$ cat config.mk
export PLATFORM = sky130hd
export DESIGN_NAME = sevenseg_scan_driver
export DESIGN_NICKNAME = d
export VERILOG_FILES = /design/src/rtl/sevenseg_scan_driver.sv
export SDC_FILE = /design/constraint.sdc
export NUM_CORES = 1
export LEC_CHECK = 0
export CAP_MARGIN = 20
export CORE_MARGIN = 5
export CORE_UTILIZATION = 45
export CTS_CLUSTER_SIZE = 16
export DETAILED_ROUTE_END_ITERATION = 7
export GPL_ROUTABILITY_DRIVEN = 0
export SLEW_MARGIN = 15
export SYNTH_ARGS = -nofsm -noshare
export SYNTH_HDL_FRONTEND = slang
export SYNTH_SLANG_ARGS = --single-unit
$ cat constraint.sdc
create_clock -name clk -period 2.8 [get_ports clk]
set_input_delay 0.42 -clock clk [delete_from_list [all_inputs] [get_ports clk]]
set_output_delay 0.42 -clock clk [all_outputs]
set_load 0.1 [all_outputs]
$ cat src/rtl/sevenseg_scan_driver.sv
// sevenseg_scan_driver
//   Holds a small digit store and time-multiplexes it onto a shared active-low
//   segment bus with an active-low digit select. Each digit slot starts with a
//   blanking gap (everything dark) to suppress ghosting while the select moves.
//   A single-cycle frame_tick marks the start of every scan frame.
//
// Ports
//   clk        : system clock, rising edge
//   rst        : asynchronous active-high reset
//   wr_en      : write strobe for one digit entry
//   wr_addr    : digit index; indices >= NUM_DIGITS are ignored
//   wr_data    : hex nibble to display
//   wr_dp      : decimal point on (1)
//   wr_blank   : digit dark (1)
//   clear      : blank every digit; wins over a same-cycle write
//   seg        : active-low {dp,g,f,e,d,c,b,a}
//   sel_n      : active-low digit select, at most one bit low
//   frame_tick : one-cycle pulse at the start of each frame
module sevenseg_scan_driver #(
  parameter int CLK_HZ       = 50_000_000,
  parameter int SCAN_HZ      = 1000,
  parameter int NUM_DIGITS   = 6,
  parameter int BLANK_CYCLES = 16
) (
  input  logic       clk,
  input  logic       rst,
  input  logic       wr_en,
  input  logic [2:0] wr_addr,
  input  logic [3:0] wr_data,
  input  logic       wr_dp,
  input  logic       wr_blank,
  input  logic       clear,
  output logic [7:0] seg,
  output logic [5:0] sel_n,
  output logic       frame_tick
);

  localparam int DIV  = CLK_HZ / SCAN_HZ;
  localparam int PC_W = (DIV > 1) ? $clog2(DIV) : 1;

  localparam logic [PC_W-1:0] PC_LAST   = PC_W'(DIV - 1);
  localparam logic [PC_W-1:0] BLANK_END = PC_W'(BLANK_CYCLES);
  localparam logic [2:0]      IDX_LAST  = 3'(NUM_DIGITS - 1);

  typedef struct packed {
    logic       blank;
    logic       dp;
    logic [3:0] nib;
  } entry_t;

  localparam entry_t ENTRY_RST = '{blank: 1'b1, dp: 1'b0, nib: 4'h0};

  // Hex digit to active-low {g,f,e,d,c,b,a}.
  function automatic logic [6:0] hex7(input logic [3:0] n);
    logic [6:0] s;
    case (n)
      4'h0:    s = 7'h40;
      4'h1:    s = 7'h79;
      4'h2:    s = 7'h24;
      4'h3:    s = 7'h30;
      4'h4:    s = 7'h19;
      4'h5:    s = 7'h12;
      4'h6:    s = 7'h02;
      4'h7:    s = 7'h78;
      4'h8:    s = 7'h00;
      4'h9:    s = 7'h10;
      4'hA:    s = 7'h08;
      4'hB:    s = 7'h03;
      4'hC:    s = 7'h46;
      4'hD:    s = 7'h21;
      4'hE:    s = 7'h06;
      default: s = 7'h0E;
    endcase
    return s;
  endfunction

  logic [PC_W-1:0]              pc_q, pc_d;
  logic [2:0]                   idx_q, idx_d;
  entry_t [NUM_DIGITS-1:0]      store_q, store_d;
  logic [7:0]                   seg_q, seg_d;
  logic [5:0]                   sel_q, sel_d;
  logic                         wrap_q, wrap_d;
  logic                         tick_q;

  always_comb begin
    // Slot prescaler and digit index.
    pc_d   = pc_q + 1'b1;
    idx_d  = idx_q;
    wrap_d = 1'b0;
    if (pc_q == PC_LAST) begin
      pc_d = '0;
      if (idx_q == IDX_LAST) begin
        idx_d  = '0;
        wrap_d = 1'b1;
      end else begin
        idx_d = idx_q + 3'd1;
      end
    end

    // Digit store update; out-of-range addresses match no entry and fall away.
    store_d = store_q;
    if (clear) begin
      for (int i = 0; i < NUM_DIGITS; i++) store_d[i].blank = 1'b1;
    end else if (wr_en) begin
      for (int i = 0; i < NUM_DIGITS; i++) begin
        if (wr_addr == 3'(i)) store_d[i] = '{blank: wr_blank, dp: wr_dp, nib: wr_data};
      end
    end

    // Output decode from the current (pc, idx); registered below for a 1-clk lag.
    sel_d = 6'h3F;
    seg_d = 8'hFF;
    if (pc_q >= BLANK_END) begin
      for (int i = 0; i < NUM_DIGITS; i++) begin
        if (idx_q == 3'(i)) begin
          sel_d[i] = 1'b0;
          if (!store_q[i].blank) seg_d = {~store_q[i].dp, hex7(store_q[i].nib)};
        end
      end
    end
  end

  always_ff @(posedge clk or posedge rst) begin
    if (rst) begin
      pc_q    <= '0;
      idx_q   <= '0;
      store_q <= {NUM_DIGITS{ENTRY_RST}};
      seg_q   <= 8'hFF;
      sel_q   <= 6'h3F;
      wrap_q  <= 1'b0;
      tick_q  <= 1'b0;
    end else begin
      pc_q    <= pc_d;
      idx_q   <= idx_d;
      store_q <= store_d;
      seg_q   <= seg_d;
      sel_q   <= sel_d;
      wrap_q  <= wrap_d;
      // The wrap is seen one edge after idx returns to 0, so the tick lines up
      // with the first registered output of the new frame.
      tick_q  <= wrap_q;
    end
  end

  assign seg        = seg_q;
  assign sel_n      = sel_q;
  assign frame_tick = tick_q;

endmodule

==> results of run 1 <==
metal layers:
| layer | track usage | vias up | routed length (um) |
|---|---|---|---|
| met2 | 0.291 | 67 | 5600 |
| met5 | 0 | - | 0 |
| met4 | 0.0481 | 0 | 165 |
| met3 | 0.0239 | 17 | 420 |
| met1 | 0.247 | 1769 | 5170 |
| li1 | - | 1765 | - |
state kept, by name (all words and copies together) (netlist names):
| name | flops |
|---|---|
| wrap_q | 1 |
| seg | 8 |
| idx_q | 3 |
| store_q | 36 |
| frame_tick | 1 |
| pc_q | 16 |
| sel_n | 6 |
stage by stage:
step / cells / power, mW / cell area, um2 / utilization / hold WS [ns]
final: 642 / 3.01 / 5380 / 0.516 / 0.356
after global routing: 642 / 3.21 / 5380 / 0.516 / 0.377
after CTS: 642 / 3.04 / 5380 / 0.516 / 0.362
after detailed placement: 626 / 2.20 / 5180 / 0.497 / 0.342
after global placement: 626 / 2.18 / 5180 / 0.497 / 0.334
after floorplan: 483 / 2.01 / 4840 / - / 0.331
logic make-up after synthesis:
logic type / share of synthesized area
simple gates: 0.173
buf+inv: 0.0406
flops: 0.372
compound gates: 0.126
xor+xnor: 0.0271
mux: 0.156
fa+ha+maj: 0.106
power by group through the flow:
stage	registers [mW]	clock network [mW]	logic, mW
global route	1.41	0.893	0.909
global placement	1.38	0	0.794
finish	1.37	0.820	0.811
CTS	1.37	0.849	0.817
detailed placement	1.39	0	0.811
floorplan	1.26	0	0.744
final timing paths:
| path | slack, ns | from | cells after the start | endpoint |
|---|---|---|---|---|
| setup / recovery | 0.65 | idx_q[0] | 6 | seg[0] |
| setup reg to reg | 0.65 | idx_q[0] | 6 | seg[0] |
| hold / removal | 0.36 | wrap_q | 0 | frame_tick |
| hold reg to reg | 0.36 | wrap_q | 0 | frame_tick |
| min in group asynchronous | 0.47 | rst | 3 | store_q[30] |
| max in group asynchronous | 1.98 | rst | 3 | seg[7] |
cells in the final DEF (no fill, tap or decap), types with 5 or more instances in the layout:
cell type        synthesis  routed
dfrtp_1                 51      51
nor2_1                  41      41
ha_1                    41      41
mux2_2                  39      39
nand2_1                 31      31
inv_1                   26      25
a21oi_1                 21      21
dfstp_2                 20      20
mux2i_1                 19      19
o21ai_0                 17      17
buf_4                    0      17
nand2b_1                13      13
nand3_1                 13      13
nor2b_1                 12      12
nor3_1                  12      12
clkdlybuf4s50_1          0      12
a211oi_1                10      10
clkbuf_8                 0       9
xnor2_1                  8       8
xor2_1                   7       7
o211ai_1                 6       6
nor3b_1                  5       5
mux4_2                   5       5
worst reg2reg max path, delay by kind of cell, from the launching register on:
family          cells  cell delay [ns]
fa+ha+maj           1             0.18
flops               1             0.64
simple gates        3             0.55
compound gates      2             0.71
final cells by class:
class,count,area (um2),area share
multi-input combinational,363,2840,0.529
sequential,71,1800,0.335
timing repair buffer,30,268,0.0498
tap,136,170,0.0316
clock buffer,10,128,0.0237
inverter,26,97.6,0.0181
clock inverter,6,68.8,0.0128
==> impl_metrics.tcl, run 1 <==
set metrics [dict create \
    status "completed" \
    dr.pass1.iters 5 \
    gr-total-overflow 0 \
    syn_inst 483 \
    power_switching_mw 1.04 \
    critical_path_arrival_ns 2.42 \
    start_util 0.465 \
    cpLargestDelayFamily "compound AO/OA/AOI/OAI gates" \
    p_comb_frac 0.270 \
    wirelength_mm 11.4 \
    min_path_type "reg2reg" \
    synth_top_area_frac 0.264 \
    diodes 0 \
    grt_pass1_vias 3464 \
    cts_tree "built" \
    finalCritPeriodShare 0.768 \
    ant_nets 0 \
    area_growth_pct 11.1 \
    ctsResizeCount 0 \
    rsz0062_at_grt "no" \
    htree_num_levels 3 \
    syn_avg_cell_area_um2 10.0 \
    dp_hpwl_mm 8.39 \
    postCtsHoldBufs 0 \
    pwr-share-seq 0.457 \
    seq_area_frac_synth 0.372 \
    core_um2 10400 \
    synthTopCellsByCount "51 x dfrtp_1, 41 x ha_1, 41 x nor2_1" \
    yosysMostFrequentCell "dfrtp_1" \
    setup_viol 0 \
    clock_skew_ns 0.00915 \
    cpPeakStageDelay_ns 0.64 \
    port_buffers 27 \
    fillers 973 \
    critPathLaunchType "flip-flop" \
    fin_ws_ns 0.651 \
    path_cells "and2_1 -> ha_1 -> nand2b_1 -> a2111oi_0 -> nor3_1 -> o32a_1" \
    syn_nets 537 \
    detail_route.wl_per_cell_um 17.7 \
    crit_type "reg2reg" \
    internal-power_mw 1.97 \
    timing.fmax_mhz 465 \
    clkLatencyLatePin_ns 0.35 \
    rows 37 \
    tns_ns 0 \
    synth-edff-count 0 \
    clockPowerShare 0.273 \
    async_flop_share 1.00 \
    grt_pass1_wl_mm 18.2 \
    clk_pin_slew_ns 0.08 \
    die_w_um 114 \
    pre_cts_ws_ns 0.626 \
    layout-drive-gt1-share 0.211 \
    period_minus_slack_ns 2.15 \
    synth_seq_cells 71 \
    vias_per_cell 5.64 \
    clock-sinks 71 \
    critPathRequiredTime_ns 3.07 \
    die_h_um 114 \
    cts_max_path_buffers 2 \
    route.vias.total 3618 \
    drt_iter0_markers 263 \
    grt.total_usage 0.178 \
    synth_top_area_cell "dfrtp_1" \
    relSlewSlack 0.556 \
    p_sw_frac 0.346 \
    drv_slew 0 \
    root_buffer "clkbuf_8" \
    grt_max_degree 72 \
    cp_max_fo 14 \
    nets 555 \
    ir_worst_vdd_v 0.000288 \
    leakage_nw 2.32 \
    worst-path-buf-inv 0 \
    antenna_found_initial 0 \
    ys_types 60 \
    dieArea_um2 12900 \
    route.detailed.drc 0 \
    max_slew.worst_pin.slew_ns 0.662 \
    synth_area_leaders "dfrtp_1 26%, dfstp_2 11%, ha_1 11%, mux2_2 9.1%, mux2i_1 3.9%" \
    ys.flop_type "dfrtp_1" \
    hold_viol 0 \
    cts_inserted_buffers 9 \
    syn_area_um2 4840 \
    cp-end-kind "flip-flop" \
    post_cts_buffers 0 \
    drv_cap 0 \
    ys_warn_count 0 \
    power.density_nw_per_um2 559 \
    cpMaxStageDelayCell "dfrtp_1" \
    boundaryPins 28 \
]
(Power assumes the default switching activity.)
==> run 2: changes to the inputs <==
Settings changed: PLACE_DENSITY set to 0.65.
Clock period 2.8 ns to 1.9 ns, I/O delays scaled along.
==> run 2 against run 1 <==
Compared with the run above:
- critical path depth up 1
- sequential power up 42%
- die area unchanged
- setup slack worse by 0.62 ns
- wire length up 3.5%
- cell count up 6.9%
- core utilization up 6.0 points
- combinational power up 85%
- clock skew up 0.0077 ns
- via count up 6.8%
- global-route usage up 1.1 points
- clock-buffer cell count down 1
- critical path type unchanged
- largest cell class unchanged
==> impl_metrics.tcl, run 2 (synthesis gave the netlist of run 1 again) <==
set metrics [dict create \
    gr-total-overflow 0 \
    fin_area_um2 6000 \
    power.density_nw_per_um2 810 \
    layout_commonest_cell "dfrtp_1" \
    die_h_um 114 \
    crit_type "reg2reg" \
    cts_max_path_buffers 2 \
    antenna_found_initial 0 \
    start_util 0.465 \
    grt_max_degree 49 \
    cts_inserted_buffers 9 \
    utilization 0.576 \
    nets 599 \
    timing.fmax_mhz 536 \
    die_w_um 114 \
    root_buffer "clkbuf_8" \
    critPathLaunchType "flip-flop" \
    ir_worst_vdd_v 0.000411 \
    status "completed" \
    route.vias.total 3865 \
    cp_max_fo 5 \
    largest_reg_flops 36 \
    cp-end-kind "flip-flop" \
    cpPeakStageDelay_ns 0.41 \
    final_cell_mix "49 x dfrtp_1, 46 x buf_4, 41 x nor2_1" \
    diodes 0 \
    clock-sinks 71 \
    core_um2 10400 \
    setup_viol 0 \
    drt_iter0_markers 320 \
    period_minus_slack_ns 1.87 \
    layout-drive-gt1-share 0.311 \
    finalCritPeriodShare 0.983 \
    cts_tree "built" \
    wirelength_mm 11.7 \
    power_mw 4.86 \
    drv_cap 0 \
    ant_nets 0 \
    clk_pin_slew_ns 0.09 \
    cpMaxStageDelayCell "dfrtp_1" \
    place_inst 668 \
    vias_per_cell 5.63 \
    path_cells "inv_1 -> ha_1 -> mux2_2 -> a221oi_1 -> nor3_1 -> nor2_1 -> o311ai_1" \
    critical_path_arrival_ns 2.13 \
    area_growth_pct 23.9 \
    dpl-instance-area_um2 5690 \
    ff2ff_path_depth 7 \
    max_slew.worst_pin.slew_ns 0.502 \
    grt.total_usage 0.189 \
    detail_route.wl_per_cell_um 17.1 \
    rows 37 \
    critPathRequiredTime_ns 2.16 \
    cpLargestDelayFamily "compound AO/OA/AOI/OAI gates" \
    worst-path-buf-inv 1 \
    boundaryPins 28 \
    cp_num_cells 7 \
    dr.pass1.iters 5 \
    port_buffers 27 \
    layout.cells.non_filler 686 \
    route.detailed.drc 0 \
    top_register "store_q" \
    grt_pass1_wl_mm 19.6 \
    leakage_nw 2.65 \
    relSlewSlack 0.665 \
    min_path_type "in2async" \
    hold_viol 0 \
    dp_hpwl_mm 8.89 \
    clkLatencyLatePin_ns 0.37 \
    clock_skew_ns 0.0169 \
    htree_num_levels 3 \
    grt_pass1_vias 3877 \
    dieArea_um2 12900 \
    drv_slew 0 \
]
[run 2: layout make-up]
type,instances,area [um2]
Inverter,26,101
Timing Repair Buffer,74,786
Clock inverter,7,105
Fill cell,890,4420
Sequential cell,71,1800
Tap cell,136,170
Multi-Input combinational cell,363,2910
Clock buffer,9,124
[run 2: repair_timing]
item	4_1_cts	5_1_grt
hold buffers	0	0
buffers inserted	0	2
gates cloned	0	0
pin swaps	0	3
gates resized for setup	2	19
endpoints found under the setup margin	2	9
[run 2: stage by stage]
| step | setup slack [ns] | TNS, ns | hold slack [ns] |
|---|---|---|---|
| finish | 0.0328 | 0 | 0.323 |
| global route | -0.0510 | -0.152 | 0.336 |
| CTS | 0.0217 | 0 | 0.323 |
| detailed placement | 0.0186 | 0 | 0.343 |
| global placement | 0.0472 | 0 | 0.335 |
| floorplan | 0.144 | 0 | 0.331 |
[run 2: per-layer routing]
metal / vias up / part of all wire / global-route usage / wire length, um
li1: 1856 / - / - / -
met1: 1880 / 0.42 / 0.242 / 4930
met2: 106 / 0.50 / 0.316 / 5910
met3: 23 / 0.055 / 0.0408 / 649
met4: 0 / 0.022 / 0.0641 / 257
met5: - / 0 / 0 / 0
[run 2: path summary, 6_finish.rpt]
check	start	end	slack, ns
worst max-delay path	store_q[0]	seg[6]	0.03
worst min-delay path	rst	store_q[33]	0.32
worst max register to register	store_q[0]	seg[6]	0.03
worst min register to register	wrap_q	frame_tick	0.34
max in group asynchronous	rst	seg[7]	1.25
min in group clk	wrap_q	frame_tick	0.34
[run 2: tightest hold or removal path, delay by kind of cell]
kind	cells	cell delay [ns]
buffers and inverters	3	0.75
[run 2: power by group]
part | total, mW | internal, mW | switching [mW]
clock network | 1.41 | 0.757 | 0.652
registers | 1.95 | 1.67 | 0.277
logic | 1.50 | 0.763 | 0.738
total | 4.86 | 3.19 | 1.67
==> run 3: changes to the inputs <==
Settings changed: PLACE_DENSITY 0.65 to unset.
Clock period 1.9 ns to 1.8 ns, I/O delays scaled along.
==> run 3 against run 2 <==
Compared with the run above:
- core utilization increased by 2.4 points
- global-route usage down 0.26 points
- largest power group unchanged
- final area increased by 4.2%
- wire length is 0.74% higher
- sequential power increased by 5%
- maximum frequency is 4.2% higher
- first-iteration DRC count fell by 27%
- non-clock buffer count grew 27
- die area unchanged
- cell count up 3.9%
- via count is essentially flat
- sequential share of layout area down 1.1 points
==> impl_metrics.tcl, run 3 (synthesis gave the netlist of run 1 again) <==
set metrics [dict create \
    max_slew.worst_pin.slew_ns 0.534 \
    antenna_found_initial 0 \
    r2r_slack_ns 0.008 \
    top_register "store_q" \
    status "completed" \
    tns_ns 0 \
    drv_slew 0 \
    largest_reg_flops 36 \
    dp_hpwl_mm 8.98 \
    die_h_um 114 \
    nets 626 \
    dpl-instance-area_um2 5840 \
    dr.pass1.iters 4 \
    grt.total_usage 0.186 \
    final_cell_mix "73 x buf_4, 43 x dfrtp_1, 41 x nor2_1" \
    leakage_nw 2.74 \
    utilization 0.600 \
    root_buffer "clkbuf_8" \
    rows 37 \
    rsz0062_at_grt "yes" \
    min_path_type "reg2reg" \
    setup_viol 0 \
    cts_tree "built" \
    critPathLaunchType "flip-flop" \
    hold_viol 0 \
    drt_iter0_markers 233 \
    finalCritPeriodShare 0.995 \
    grt_pass1_vias 3781 \
    htree_num_levels 3 \
    critPathRequiredTime_ns 2.07 \
    period_minus_slack_ns 1.79 \
    grt_pass1_wl_mm 19.2 \
    cp-end-kind "flip-flop" \
    clock_skew_ns 0.0109 \
    layout_commonest_cell "buf_4" \
    cts_max_path_buffers 2 \
    relSlewSlack 0.644 \
    core_um2 10400 \
    crit_start "idx_q[1]" \
    route.vias.total 3862 \
    boundaryPins 28 \
    route.detailed.drc 0 \
    clk_pin_slew_ns 0.08 \
    cp_max_fo 7 \
    wirelength_mm 11.8 \
    gr-total-overflow 0 \
    ir_worst_vdd_v 0.000442 \
    grt_max_degree 72 \
    drv_cap 0 \
    detail_route.wl_per_cell_um 16.6 \
    vias_per_cell 5.42 \
    hold_path.startpoint "wrap_q" \
    dieArea_um2 12900 \
    area_growth_pct 29.0 \
    clock-sinks 71 \
    r2r_start "idx_q[1]" \
    power.density_nw_per_um2 812 \
    timing.fmax_mhz 558 \
    start_util 0.465 \
    crit_type "reg2reg" \
    port_buffers 27 \
    fillers 875 \
    power_mw 5.07 \
    cts_inserted_buffers 9 \
    critical_path_arrival_ns 2.06 \
    die_w_um 114 \
    layout-drive-gt1-share 0.383 \
    diodes 0 \
    clkLatencyLatePin_ns 0.35 \
    fin_area_um2 6250 \
    ant_nets 0 \
]
[run 3: changes by cell type in the layout (fill, tap and decap cells not counted), moves of 3 or more]
cell and delta:
dfrtp_1 -6, o21ai_0 -3, ha_2 +6, ha_1 -8
inv_1 -4, inv_2 +4, buf_4 +27, dfrtp_2 +6
[run 3: layer usage]
layer	wire length, um	global-route usage	vias to the layer above	share of wire
met3	393	0.0340	20	0.033
met5	0	0	-	0
met4	280	0.0585	0	0.024
met2	5750	0.301	64	0.49
li1	-	-	1912	-
met1	5410	0.253	1866	0.46
[run 3: what timing repair did]
item / CTS / global route
hold buffers: 0 / 0
gates cloned: 0 / 0
gates resized for setup: 13 / 39
buffers inserted: 3 / 4
setup endpoints to repair: 7 / 12
pin swaps: 1 / 14
[run 3: critical path: stages (launching register included)]
cell      delay [ns]
dfrtp_2         0.45
or4b_4          0.62
a221oi_4        0.23
o311ai_2        0.17
a31oi_1         0.16
o21ai_1         0.09
[run 3: final cells by class]
class	instances	area, um2	share of cell area
sequential	71	1810	0.290
timing repair buffer	101	980	0.157
clock buffer	9	124	0.0198
inverter	26	101	0.0162
multi-input combinational	363	3000	0.480
clock inverter	7	61.3	0.00981
tap	136	170	0.0272
[run 3: worst paths after layout]
kind                       cells past startpoint          end
min                                            0   frame_tick
min reg2reg                                    0   frame_tick
max                                            5       seg[2]
min in group asynchronous                      3  store_q[33]
max in group asynchronous                      3       seg[4]
max reg2reg                                    5       seg[2]
[run 3: power breakdown]
part           internal, mW  switching (mW)
combinational         0.947           0.869
sequential             1.77           0.284
clock                 0.526           0.677
total                  3.24            1.83
[run 3: per-stage QoR]
stage / hold WS (ns) / worst slack (ns) / cells
3_5_place_dp: 0.343 / -0.0870 / 690
6_report: 0.359 / 0.00838 / 713
5_1_grt: 0.386 / -0.0600 / 713
3_3_place_gp: 0.335 / -0.0558 / 690
2_1_floorplan: 0.331 / 0.0436 / 483
4_1_cts: 0.363 / 0.000723 / 709
